<file path="src/rtl/icache_pkg.sv">
// Shared icache definitions: geometry, fetch FSM states and an
// address-region helper. Imported by the fetch controller and the icache.
package icache_pkg;

  localparam int ICACHE_M = 2;
  localparam int ICACHE_N = 6;
  localparam int TAG_W = 30 - ICACHE_N - ICACHE_M;

  typedef enum logic [2:0] {
    IDLE,
    LOOKUP,
    MEM_REQ,
    MEM_WAIT,
    FILL,
    FILL_ACK,
    RESP
  } fetch_state_t;

  // True when the word address falls in [base, base + 2**size_log2).
  function automatic logic in_region(
    input logic [29:0] addr,
    input logic [31:0] base,
    input int          size_log2
  );
    logic [32:0] off;
    off = {1'b0, addr, 2'b00} - {1'b0, base};
    return !off[32] && ((off[31:0] >> size_log2) == 32'd0);
  endfunction

endpackage

</file>
<file path="src/rtl/icache_fetch_ctrl_if.sv">
// Fetch controller bus: IFU request/response, icache lookup/fill and
// memory read channels. master = controller, slave = environment.
interface icache_fetch_ctrl_if;

  logic        ifu_req_valid;
  logic        ifu_req_ready;
  logic [29:0] ifu_req_addr;
  logic        ifu_resp_valid;
  logic        ifu_resp_ready;
  logic [31:0] ifu_resp_data;
  logic        ifu_resp_err;

  logic        ic_req_valid;
  logic        ic_wen;
  logic [29:0] ic_addr;
  logic [31:0] ic_wdata;
  logic        ic_is_hit;
  logic        ic_resp_valid;
  logic [31:0] ic_rdata;

  logic        mem_req_valid;
  logic        mem_req_ready;
  logic [31:0] mem_req_addr;
  logic        mem_resp_valid;
  logic [31:0] mem_resp_data;
  logic        mem_resp_err;

  modport master (
    input  ifu_req_valid, ifu_req_addr, ifu_resp_ready,
    input  ic_is_hit, ic_resp_valid, ic_rdata,
    input  mem_req_ready, mem_resp_valid,
    input  mem_resp_data, mem_resp_err,
    output ifu_req_ready, ifu_resp_valid,
    output ifu_resp_data, ifu_resp_err,
    output ic_req_valid, ic_wen, ic_addr, ic_wdata,
    output mem_req_valid, mem_req_addr
  );

  modport slave (
    output ifu_req_valid, ifu_req_addr, ifu_resp_ready,
    output ic_is_hit, ic_resp_valid, ic_rdata,
    output mem_req_ready, mem_resp_valid,
    output mem_resp_data, mem_resp_err,
    input  ifu_req_ready, ifu_resp_valid,
    input  ifu_resp_data, ifu_resp_err,
    input  ic_req_valid, ic_wen, ic_addr, ic_wdata,
    input  mem_req_valid, mem_req_addr
  );

endinterface

</file>
<file path="src/rtl/icache_fetch_ctrl_sat_counter.sv">
// Saturating event counter used for fetch hit/miss statistics.
// Sticks at all-ones instead of wrapping.
module sat_counter #(
  parameter int W = 32
) (
  input  logic         clock,
  input  logic         reset_n,
  input  logic         inc,
  output logic [W-1:0] count
);

  // Count events until saturated.
  always_ff @(posedge clock or negedge reset_n) begin
    if (!reset_n) begin
      count <= '0;
    end else if (inc && (count != '1)) begin
      count <= count + W'(1);
    end
  end

endmodule

</file>
<file path="src/rtl/icache_fetch_ctrl.sv">
// Icache fetch controller: lookup, miss refill and uncached bypass.
// Optional hit/miss counters under ICACHE_FETCH_PERF_EN.
module icache_fetch_ctrl
  import icache_pkg::*;
#(
`ifdef ICACHE_FETCH_PERF_EN
  parameter int          PERF_CNT_W    = 32,
`endif
  parameter logic [31:0] UNC_BASE      = 32'h1000_0000,
  parameter int          UNC_SIZE_LOG2 = 28
) (
  input  logic                  clock,
  input  logic                  reset_n,
`ifdef ICACHE_FETCH_PERF_EN
  output logic [PERF_CNT_W-1:0] perf_hit_cnt,
  output logic [PERF_CNT_W-1:0] perf_miss_cnt,
`endif
  icache_fetch_ctrl_if.master   bus
);

  fetch_state_t state;

  logic [29:0] addr_q;
  logic [31:0] data_q;
  logic        err_q;
  logic        unc_q;

  logic        rdy_q;
  logic        ic_req_q;
  logic        wen_q;
  logic        mem_q;
  logic        resp_q;

  logic        hit;
  logic        req_unc;

  assign hit = bus.ic_resp_valid & bus.ic_is_hit;
  assign req_unc = in_region(bus.ifu_req_addr, UNC_BASE,
                             UNC_SIZE_LOG2);

  // Fetch FSM; every strobe is a flop set on entry to its state.
  always_ff @(posedge clock or negedge reset_n) begin
    if (!reset_n) begin
      state    <= IDLE;
      addr_q   <= '0;
      data_q   <= '0;
      err_q    <= 1'b0;
      unc_q    <= 1'b0;
      rdy_q    <= 1'b0;
      ic_req_q <= 1'b0;
      wen_q    <= 1'b0;
      mem_q    <= 1'b0;
      resp_q   <= 1'b0;
    end else begin
      unique case (state)
        IDLE: begin
          if (rdy_q && bus.ifu_req_valid) begin
            rdy_q  <= 1'b0;
            addr_q <= bus.ifu_req_addr;
            unc_q  <= req_unc;
            err_q  <= 1'b0;
            if (req_unc) begin
              state <= MEM_REQ;
              mem_q <= 1'b1;
            end else begin
              state    <= LOOKUP;
              ic_req_q <= 1'b1;
            end
          end else begin
            rdy_q <= 1'b1;
          end
        end
        LOOKUP: begin
          ic_req_q <= 1'b0;
          if (hit) begin
            data_q <= bus.ic_rdata;
            state  <= RESP;
            resp_q <= 1'b1;
          end else begin
            state <= MEM_REQ;
            mem_q <= 1'b1;
          end
        end
        MEM_REQ: begin
          if (bus.mem_req_ready) begin
            mem_q <= 1'b0;
            state <= MEM_WAIT;
          end
        end
        MEM_WAIT: begin
          if (bus.mem_resp_valid) begin
            data_q <= bus.mem_resp_data;
            err_q  <= bus.mem_resp_err;
            if (bus.mem_resp_err || unc_q) begin
              state  <= RESP;
              resp_q <= 1'b1;
            end else begin
              state <= FILL;
              wen_q <= 1'b1;
            end
          end
        end
        FILL: begin
          wen_q <= 1'b0;
          state <= FILL_ACK;
        end
        FILL_ACK: begin
          if (bus.ic_resp_valid) begin
            state  <= RESP;
            resp_q <= 1'b1;
          end
        end
        RESP: begin
          if (bus.ifu_resp_ready) begin
            resp_q <= 1'b0;
            rdy_q  <= 1'b1;
            state  <= IDLE;
          end
        end
        default: begin
          state    <= IDLE;
          ic_req_q <= 1'b0;
          wen_q    <= 1'b0;
          mem_q    <= 1'b0;
          resp_q   <= 1'b0;
        end
      endcase
    end
  end

  assign bus.ifu_req_ready  = rdy_q;
  assign bus.ifu_resp_valid = resp_q;
  assign bus.ifu_resp_data  = data_q;
  assign bus.ifu_resp_err   = err_q;
  assign bus.ic_req_valid   = ic_req_q;
  assign bus.ic_wen         = wen_q;
  assign bus.ic_addr        = addr_q;
  assign bus.ic_wdata       = data_q;
  assign bus.mem_req_valid  = mem_q;
  assign bus.mem_req_addr   = {addr_q, 2'b00};

`ifdef ICACHE_FETCH_PERF_EN
  logic hit_inc;
  logic miss_inc;

  assign hit_inc  = (state == LOOKUP) & hit;
  assign miss_inc = (state == LOOKUP) & ~hit;

  sat_counter #(.W(PERF_CNT_W)) u_hit_cnt (
    .clock   (clock),
    .reset_n (reset_n),
    .inc     (hit_inc),
    .count   (perf_hit_cnt)
  );

  sat_counter #(.W(PERF_CNT_W)) u_miss_cnt (
    .clock   (clock),
    .reset_n (reset_n),
    .inc     (miss_inc),
    .count   (perf_miss_cnt)
  );
`endif

endmodule

</file>
<file path="src/flat_wrapper.sv">
// flat-port wrapper written by rule: the top's interface ports become plain ports
module icache_fetch_ctrl_flat import icache_pkg::*;
#(

  parameter logic [31:0] UNC_BASE      = 32'h1000_0000,
  parameter int          UNC_SIZE_LOG2 = 28
)
  (clock, reset_n, bus_ifu_req_valid, bus_ifu_req_addr, bus_ifu_resp_ready, bus_ic_is_hit, bus_ic_resp_valid, bus_ic_rdata, bus_mem_req_ready, bus_mem_resp_valid, bus_mem_resp_data, bus_mem_resp_err, bus_ifu_req_ready, bus_ifu_resp_valid, bus_ifu_resp_data, bus_ifu_resp_err, bus_ic_req_valid, bus_ic_wen, bus_ic_addr, bus_ic_wdata, bus_mem_req_valid, bus_mem_req_addr);
  icache_fetch_ctrl_if bus_i ();
  input  logic clock;
  input  logic reset_n;
  input wire logic [$bits(bus_i.ifu_req_valid)-1:0] bus_ifu_req_valid;
  input wire logic [$bits(bus_i.ifu_req_addr)-1:0] bus_ifu_req_addr;
  input wire logic [$bits(bus_i.ifu_resp_ready)-1:0] bus_ifu_resp_ready;
  input wire logic [$bits(bus_i.ic_is_hit)-1:0] bus_ic_is_hit;
  input wire logic [$bits(bus_i.ic_resp_valid)-1:0] bus_ic_resp_valid;
  input wire logic [$bits(bus_i.ic_rdata)-1:0] bus_ic_rdata;
  input wire logic [$bits(bus_i.mem_req_ready)-1:0] bus_mem_req_ready;
  input wire logic [$bits(bus_i.mem_resp_valid)-1:0] bus_mem_resp_valid;
  input wire logic [$bits(bus_i.mem_resp_data)-1:0] bus_mem_resp_data;
  input wire logic [$bits(bus_i.mem_resp_err)-1:0] bus_mem_resp_err;
  output wire logic [$bits(bus_i.ifu_req_ready)-1:0] bus_ifu_req_ready;
  output wire logic [$bits(bus_i.ifu_resp_valid)-1:0] bus_ifu_resp_valid;
  output wire logic [$bits(bus_i.ifu_resp_data)-1:0] bus_ifu_resp_data;
  output wire logic [$bits(bus_i.ifu_resp_err)-1:0] bus_ifu_resp_err;
  output wire logic [$bits(bus_i.ic_req_valid)-1:0] bus_ic_req_valid;
  output wire logic [$bits(bus_i.ic_wen)-1:0] bus_ic_wen;
  output wire logic [$bits(bus_i.ic_addr)-1:0] bus_ic_addr;
  output wire logic [$bits(bus_i.ic_wdata)-1:0] bus_ic_wdata;
  output wire logic [$bits(bus_i.mem_req_valid)-1:0] bus_mem_req_valid;
  output wire logic [$bits(bus_i.mem_req_addr)-1:0] bus_mem_req_addr;
  assign bus_i.ifu_req_valid = bus_ifu_req_valid;
  assign bus_i.ifu_req_addr = bus_ifu_req_addr;
  assign bus_i.ifu_resp_ready = bus_ifu_resp_ready;
  assign bus_i.ic_is_hit = bus_ic_is_hit;
  assign bus_i.ic_resp_valid = bus_ic_resp_valid;
  assign bus_i.ic_rdata = bus_ic_rdata;
  assign bus_i.mem_req_ready = bus_mem_req_ready;
  assign bus_i.mem_resp_valid = bus_mem_resp_valid;
  assign bus_i.mem_resp_data = bus_mem_resp_data;
  assign bus_i.mem_resp_err = bus_mem_resp_err;
  assign bus_ifu_req_ready = bus_i.ifu_req_ready;
  assign bus_ifu_resp_valid = bus_i.ifu_resp_valid;
  assign bus_ifu_resp_data = bus_i.ifu_resp_data;
  assign bus_ifu_resp_err = bus_i.ifu_resp_err;
  assign bus_ic_req_valid = bus_i.ic_req_valid;
  assign bus_ic_wen = bus_i.ic_wen;
  assign bus_ic_addr = bus_i.ic_addr;
  assign bus_ic_wdata = bus_i.ic_wdata;
  assign bus_mem_req_valid = bus_i.mem_req_valid;
  assign bus_mem_req_addr = bus_i.mem_req_addr;
  icache_fetch_ctrl #(.UNC_BASE(UNC_BASE), .UNC_SIZE_LOG2(UNC_SIZE_LOG2)) u_core (.clock(clock), .reset_n(reset_n), .bus(bus_i));
endmodule
</file>
<file path="config.mk">
export PLATFORM = sky130hd
export DESIGN_NAME = icache_fetch_ctrl_flat
export DESIGN_NICKNAME = d
export VERILOG_FILES = /design/src/rtl/icache_pkg.sv /design/src/rtl/icache_fetch_ctrl_if.sv /design/src/rtl/icache_fetch_ctrl_sat_counter.sv /design/src/rtl/icache_fetch_ctrl.sv /design/src/flat_wrapper.sv
export SDC_FILE = /design/constraint.sdc
export NUM_CORES = 1
export LEC_CHECK = 0
export ABC_AREA = 1
export CAP_MARGIN = 40
export CORE_MARGIN = 2
export CORE_UTILIZATION = 41
export CTS_CLUSTER_SIZE = 24
export DETAILED_ROUTE_END_ITERATION = 8
export HOLD_SLACK_MARGIN = 0.03
export PLACE_DENSITY = 0.85
export SLEW_MARGIN = 30
export SYNTH_ARGS = -nofsm -noshare
export SYNTH_HDL_FRONTEND = slang
export SYNTH_HIERARCHICAL = 1
export SYNTH_SLANG_ARGS = --single-unit
</file>
<file path="constraint.sdc">
create_clock -name clock -period 3.99 [get_ports clock]
set_input_delay 1.197 -clock clock [delete_from_list [all_inputs] [get_ports clock]]
set_output_delay 1.197 -clock clock [all_outputs]
set_load 0.005 [all_outputs]
</file>
== Yosys cells after proc, flatten, opt, wreduce, memory -nomap -nowiden ==
Cells that the tools add are included.

* Memories: 0
* RAM bits: 0
* Logic and storage cells: 90
* Memory bits (read-only): 0
* Latch bits: 0
* Output and inout port bits: 132
* Input port bits: 103
* Register bits: 72

* Add/sub/neg operators: 1
* Equal/unequal tests: 17
* Bitwise logic cells: 5
* $mul: 0
* Magnitude comparators: 0
* Div/mod/pow operators: 0
* Mux-type cells: 35
* Reductions and logical operators: 22
* Shift operators: 0

{| class="wikitable"
|+ Operators by type and width
! cell !! number
|-
| $mux 32 || 2
|-
| $pmux 32 s2 || 1
|-
| $sub 32x29->33 const B || 1
|-
| $logic_not 32->1 || 1
|-
| $pmux 3 s7 || 1
|-
| $mux 3 || 6
|-
| $mux 1 || 17
|-
| $ne 2x2->1 const B || 7
|-
| $reduce_and 3->1 || 4
|-
| $reduce_and 5->1 || 2
|-
| $reduce_or 5->1 || 2
|-
| $eq 3x3->1 const B || 3
|-
| $ne 2x1->1 const B || 4
|-
| $pmux 1 s2 || 4
|-
| $eq 3x2->1 const B || 2
|-
| $reduce_and 6->1 || 1
|-
| $reduce_bool 2->1 || 3
|-
| $pmux 1 s5 || 1
|-
| $mux 2 || 2
|-
| $not 1->1 || 4
|-
| $pmux 1 s4 || 1
|-
| $reduce_and 2->1 || 2
|-
| $reduce_or 4->1 || 1
|-
| $eq 3x1->1 const B || 1
|-
| other kinds (6) || 7
|}

== Longest topological paths before layout ==
* Depth in word-level cells: 6
* Gate-level depth with buffers: 10
* Depth with buffers taken out: 8

== Worst setup path after synthesis ==
OpenSTA, ideal clock, no wires.

* Path type: input to register
* Start point: input bus_ifu_req_addr[27]
* End point: register u_core.mem_q, in the netlist u_core/bus.mem_req_valid
* Setup slack: 2.136 ns
* Stages on the path: 8
* Path buffers: 0
* Required time: 3.874 ns
* Setup time: 0.116 ns
* Arrival time: 1.738 ns
* Cell sequence: inv_1 -> nand2_1 -> nor2_1 -> nor2_1 -> nor2_1 -> nand2_1 -> nand2_1 -> nand2_1

* Longest elaborated chain between the ends: 5
* Elaborated cells on any way between the ends: 6
* Classes of those cells: add/sub: 1; eq/ne: 1; reduce/logical: 4

{| class="wikitable"
|+ RTL lines
! what !! line !! RTL
|-
| from (decl) || flat_wrapper.sv:13 || <nowiki>input wire logic [$bits(bus_i.ifu_req_addr)-1:0] bus_ifu_req_addr;</nowiki>
|-
| $sub 32x29->33 (*) || icache_pkg.sv:26 || <nowiki>off = {1'b0, addr, 2'b00} - {1'b0, base};</nowiki>
|-
| $logic_not 32->1 / $logic_not 1->1 (equally long branches) || icache_pkg.sv:27 || <nowiki>return !off[32] && ((off[31:0] >> size_log2) == 32'd0);</nowiki>
|-
| $logic_and 1x1->1 (*) || icache_pkg.sv:27 ||
|-
| $ne 2x1->1 (no source line) (*) || - ||
|-
| $reduce_and 5->1 (no source line) (*) || - ||
|-
| to (signal assigned) || icache_fetch_ctrl.sv:52 || <nowiki>mem_q <= 1'b0;</nowiki>
|-
| to (signal assigned) || icache_fetch_ctrl.sv:64 || <nowiki>mem_q <= 1'b1;</nowiki>
|-
| to (signal assigned) || icache_fetch_ctrl.sv:81 || <nowiki>mem_q <= 1'b1;</nowiki>
|-
| to (decl) || icache_fetch_ctrl.sv:31 || <nowiki>logic mem_q;</nowiki>
|}

Every way passes the cells marked *; elsewhere a longest branch is shown, timed or not.
A chain may end at the register's enable or synchronous reset.

== Worst setup path in the final report ==
* Start point: register u_core.state[1]
* End point: register u_core.data_q[2], in the netlist u_core/bus.ic_wdata[2]

* Longest elaborated chain between the ends: 3
* Elaborated cells on any way between the ends: 7
* Classes of those cells: eq/ne: 4; mux: 1; reduce/logical: 2

{| class="wikitable"
|+ RTL lines
! what !! line !! RTL
|-
| from (decl) || icache_fetch_ctrl.sv:21 || <nowiki>fetch_state_t state;</nowiki>
|-
| from (signal assigned) || icache_fetch_ctrl.sv:44 || <nowiki>state <= IDLE;</nowiki>
|-
| from (signal assigned) || icache_fetch_ctrl.sv:63 || <nowiki>state <= MEM_REQ;</nowiki>
|-
| from (signal assigned) || icache_fetch_ctrl.sv:66 || <nowiki>state <= LOOKUP;</nowiki>
|-
| $eq 3x1->1 / $eq 3x2->1 (equally long branches) || icache_fetch_ctrl.sv:55 || <nowiki>unique case (state)</nowiki>
|-
| $ne 2x1->1 (no source line) (tied with other cells) || - ||
|-
| $reduce_and 3->1 (no source line) || - ||
|-
| to (signal assigned) || icache_fetch_ctrl.sv:76 || <nowiki>data_q <= bus.ic_rdata;</nowiki>
|-
| to (signal assigned) || icache_fetch_ctrl.sv:92 || <nowiki>data_q <= bus.mem_resp_data;</nowiki>
|-
| to (decl) || icache_fetch_ctrl.sv:24 || <nowiki>logic [31:0] data_q;</nowiki>
|}

Several ways; a longest one is shown, not always the timed one.

==> impl_metrics.tcl <==
set metrics [dict create \
    cts_hold_buf 0 \
    nNetsFinal 801 \
    finalCriticalPeriod_ns 2.66 \
    reg2regPathDepth 8 \
    r2r_start "u_core/state[1]" \
    drt_iter0_drc 151 \
    seq_area_frac_synth 0.453 \
    grt_antenna_before_repair 0 \
    multiInputGateArea_mm2 0.00149 \
    synth_area_per_cell_um2 7.41 \
    clkPwrFrac 0.160 \
    cts_buffers 9 \
    port_buffers 232 \
    route.vias.total 3830 \
    min_path_cells 2 \
    intPower_w 0.00287 \
    die_w_um 102 \
    n_antenna_cell 0 \
    power_density_mw_per_mm2 728 \
    setup_violations 0 \
    yosys.area.top_type "dfrtp_1" \
    final_antenna_net_count 0 \
    start_kind "flop" \
    netlist_area_mm2 0.00397 \
    cts_htree_levels 3 \
    timing.rr.end "u_core/bus.ic_wdata[2]" \
    clk_pin_slew_ns 0.07 \
    ys_top_cells_by_area "dfrtp_1 45%, nand2_1 30%, buf_4 13%, nand3_1 1.5%, inv_1 1.5%" \
    fin_setup_tns_ns 0 \
    initial_core_util 0.426 \
    hold_start "u_core/bus.ifu_resp_valid" \
    ys_types 25 \
    rows 35 \
    worst-path-max-fanout 37 \
    arrival_ns 2.92 \
    drc_errors 0 \
    pin_count 235 \
    numClockSinks 72 \
    placedInstanceArea_mm2 0.00587 \
    yosysWarnings 6 \
    die_h_um 102 \
    switching_share 0.356 \
    crit_path_end_kind "flop" \
    clockBufferDepth 2 \
    routabilityCongestion 0.937 \
    switchingPower_w 0.00159 \
    path_class "reg -> reg" \
    fmax_mhz 377 \
    post_cts_buffers 0 \
    wl_per_cell_um 13.7 \
    rsz0062_at_grt "no" \
    vdd_drop_max_mv 0.396 \
    dieArea_mm2 0.0105 \
    period_share 0.665 \
    syn_inst 536 \
    rrSetupSlack_ns 1.33 \
    whs_endpoint "u_core/bus.ifu_resp_valid" \
    drv_slew 0 \
    fin_area_mm2 0.00612 \
    cts-root-buf "clkbuf_8" \
    max-cap-violations 0 \
    ff_latch_area_mm2 0.00180 \
    drt_first_pass_iters 4 \
    drive_gt1_frac 0.0427 \
    numPlacedInstances 816 \
    nFillCells 783 \
    hpwl_um 8760 \
    routed_wl_um 11400 \
    p_comb_frac 0.526 \
    routed_via_density 4.60 \
    hold_violations 0 \
    status "completed" \
    grt_pass1_wl_um 17200 \
    sequentialPowerShare 0.315 \
    cellLeakagePower_nw 3.04 \
    stdcell_count 832 \
    ys_ff_latch 72 \
    cts_tree "yes" \
    hp-class "reg -> reg" \
    required_ns 4.26 \
    max_slew_margin 0.576 \
    grt_max_degree 38 \
    grt-ovfl-total 0 \
    tightestPinTransition_ns 0.635 \
    cts_resized 0 \
    clk_latency_ns 0.33 \
    fin_skew_ns 0.00903 \
    p_total_w 0.00446 \
    synthToLayoutAreaGrowth_pct 54.1 \
    track_usage 0.209 \
    grt_pass1_vias 3638 \
    synth_top_area_frac 0.453 \
    design.core.area_mm2 0.00933 \
]
## metrics by stage
stage	hold slack, ns	util	setup slack [ns]
global route	0.522	0.656	1.10
detailed placement	0.467	0.629	1.13
finish	0.487	0.656	1.33
floorplan	0.464	-	2.14
CTS	0.491	0.656	1.34
global placement	0.463	0.627	1.26
## power by group through the flow
stage	sequential (W)	combinational (W)	clock, W
5_1_grt	0.00145	0.00258	0.000760
4_1_cts	0.00141	0.00236	0.000724
3_5_place_dp	0.00142	0.00236	0
6_report	0.00140	0.00234	0.000712
2_1_floorplan	0.00132	0.00134	0
3_3_place_gp	0.00139	0.00228	0
## per-layer routing
layer / track usage / part of all wire / vias up
met2: 0.382 / 0.53 / 148
met5: 0 / 0 / -
met1: 0.247 / 0.39 / 1787
met4: 0.0677 / 0.015 / 0
met3: 0.0383 / 0.070 / 16
li1: - / - / 1879
## synthesized netlist by cell type, drive strengths merged
cell type and number:
nand2 317, buf 82, nand3 12, inv 19
nor3 1, a21boi 1, conb 1, o211ai 1
o311ai 1, nand3b 1, clkbuf 2, nand4 2
a21oi 2, o21ai 10, nor2 12, dfrtp 72
## kinds of logic (layout without fill, tap and decap cells)
kind of cell / count (synthesis) / count (layout) / synth area share
simple gates: 345 / 345 / 0.351
other cells: 1 / 2 / 0.000944
compound gates: 15 / 15 / 0.0211
buf+inv: 103 / 269 / 0.174
flops: 72 / 72 / 0.453
## worst max path at each step
stage | startpoint | endpoint | slack [ns] | depth (start not counted)
final | u_core/state[1] | u_core/bus.ic_wdata[2] | 1.33 | 8
after global routing | u_core/state[1] | u_core/bus.ic_wdata[2] | 1.10 | 8
after CTS | u_core/state[1] | u_core/bus.ic_wdata[2] | 1.34 | 8
after detailed placement | bus_ic_resp_valid | u_core/bus.ic_wdata[2] | 1.13 | 7
after global placement | bus_ic_resp_valid | u_core/bus.ic_wdata[19] | 1.26 | 7
after floorplan | bus_ifu_req_addr[27] | u_core/bus.mem_req_valid | 2.14 | 8
## flip-flops by register name (all words and copies together) (netlist names)
register	count
u_core/bus.ic_wdata	32
u_core/bus.ic_addr	30
u_core/state	3
u_core/bus.ic_req_valid	1
u_core/bus.ic_wen	1
u_core/bus.ifu_req_ready	1
u_core/bus.ifu_resp_err	1
u_core/bus.ifu_resp_valid	1
u_core/bus.mem_req_valid	1
u_core/unc_q	1
## worst max-delay path, stage by stage (launching register included)
cell,delay [ns]
dfrtp_1,0.62
nand2_4,0.12
nor2_8,0.43
inv_2,0.41
nand2_2,0.20
nand2_4,0.22
inv_4,0.35
nand2_1,0.13
nand2_1,0.09
## cell type report
type,count,area share
repair buffers,234,0.383
well taps,129,0.0264
inverters,19,0.0121
flip-flops and latches,72,0.294
clock inverters,5,0.0168
clock buffers,11,0.0247
multi-input cells,362,0.243
## cell usage in the layout (no fill, tap or decap), drive strengths merged
cell           Yosys  layout
nand2            317     317
clkdlybuf4s50      0     231
dfrtp             72      72
inv               19      19
nand3             12      12
nor2              12      12
clkbuf             2      11
o21ai             10      10
bufinv             0       3
buf               82       3
a21oi              2       2
conb               1       2
nand4              2       2
clkinvlp           0       1
clkinv             0       1
nand3b             1       1
o211ai             1       1
a21boi             1       1
o311ai             1       1
nor3               1       1
(Power assumes the default switching activity.)
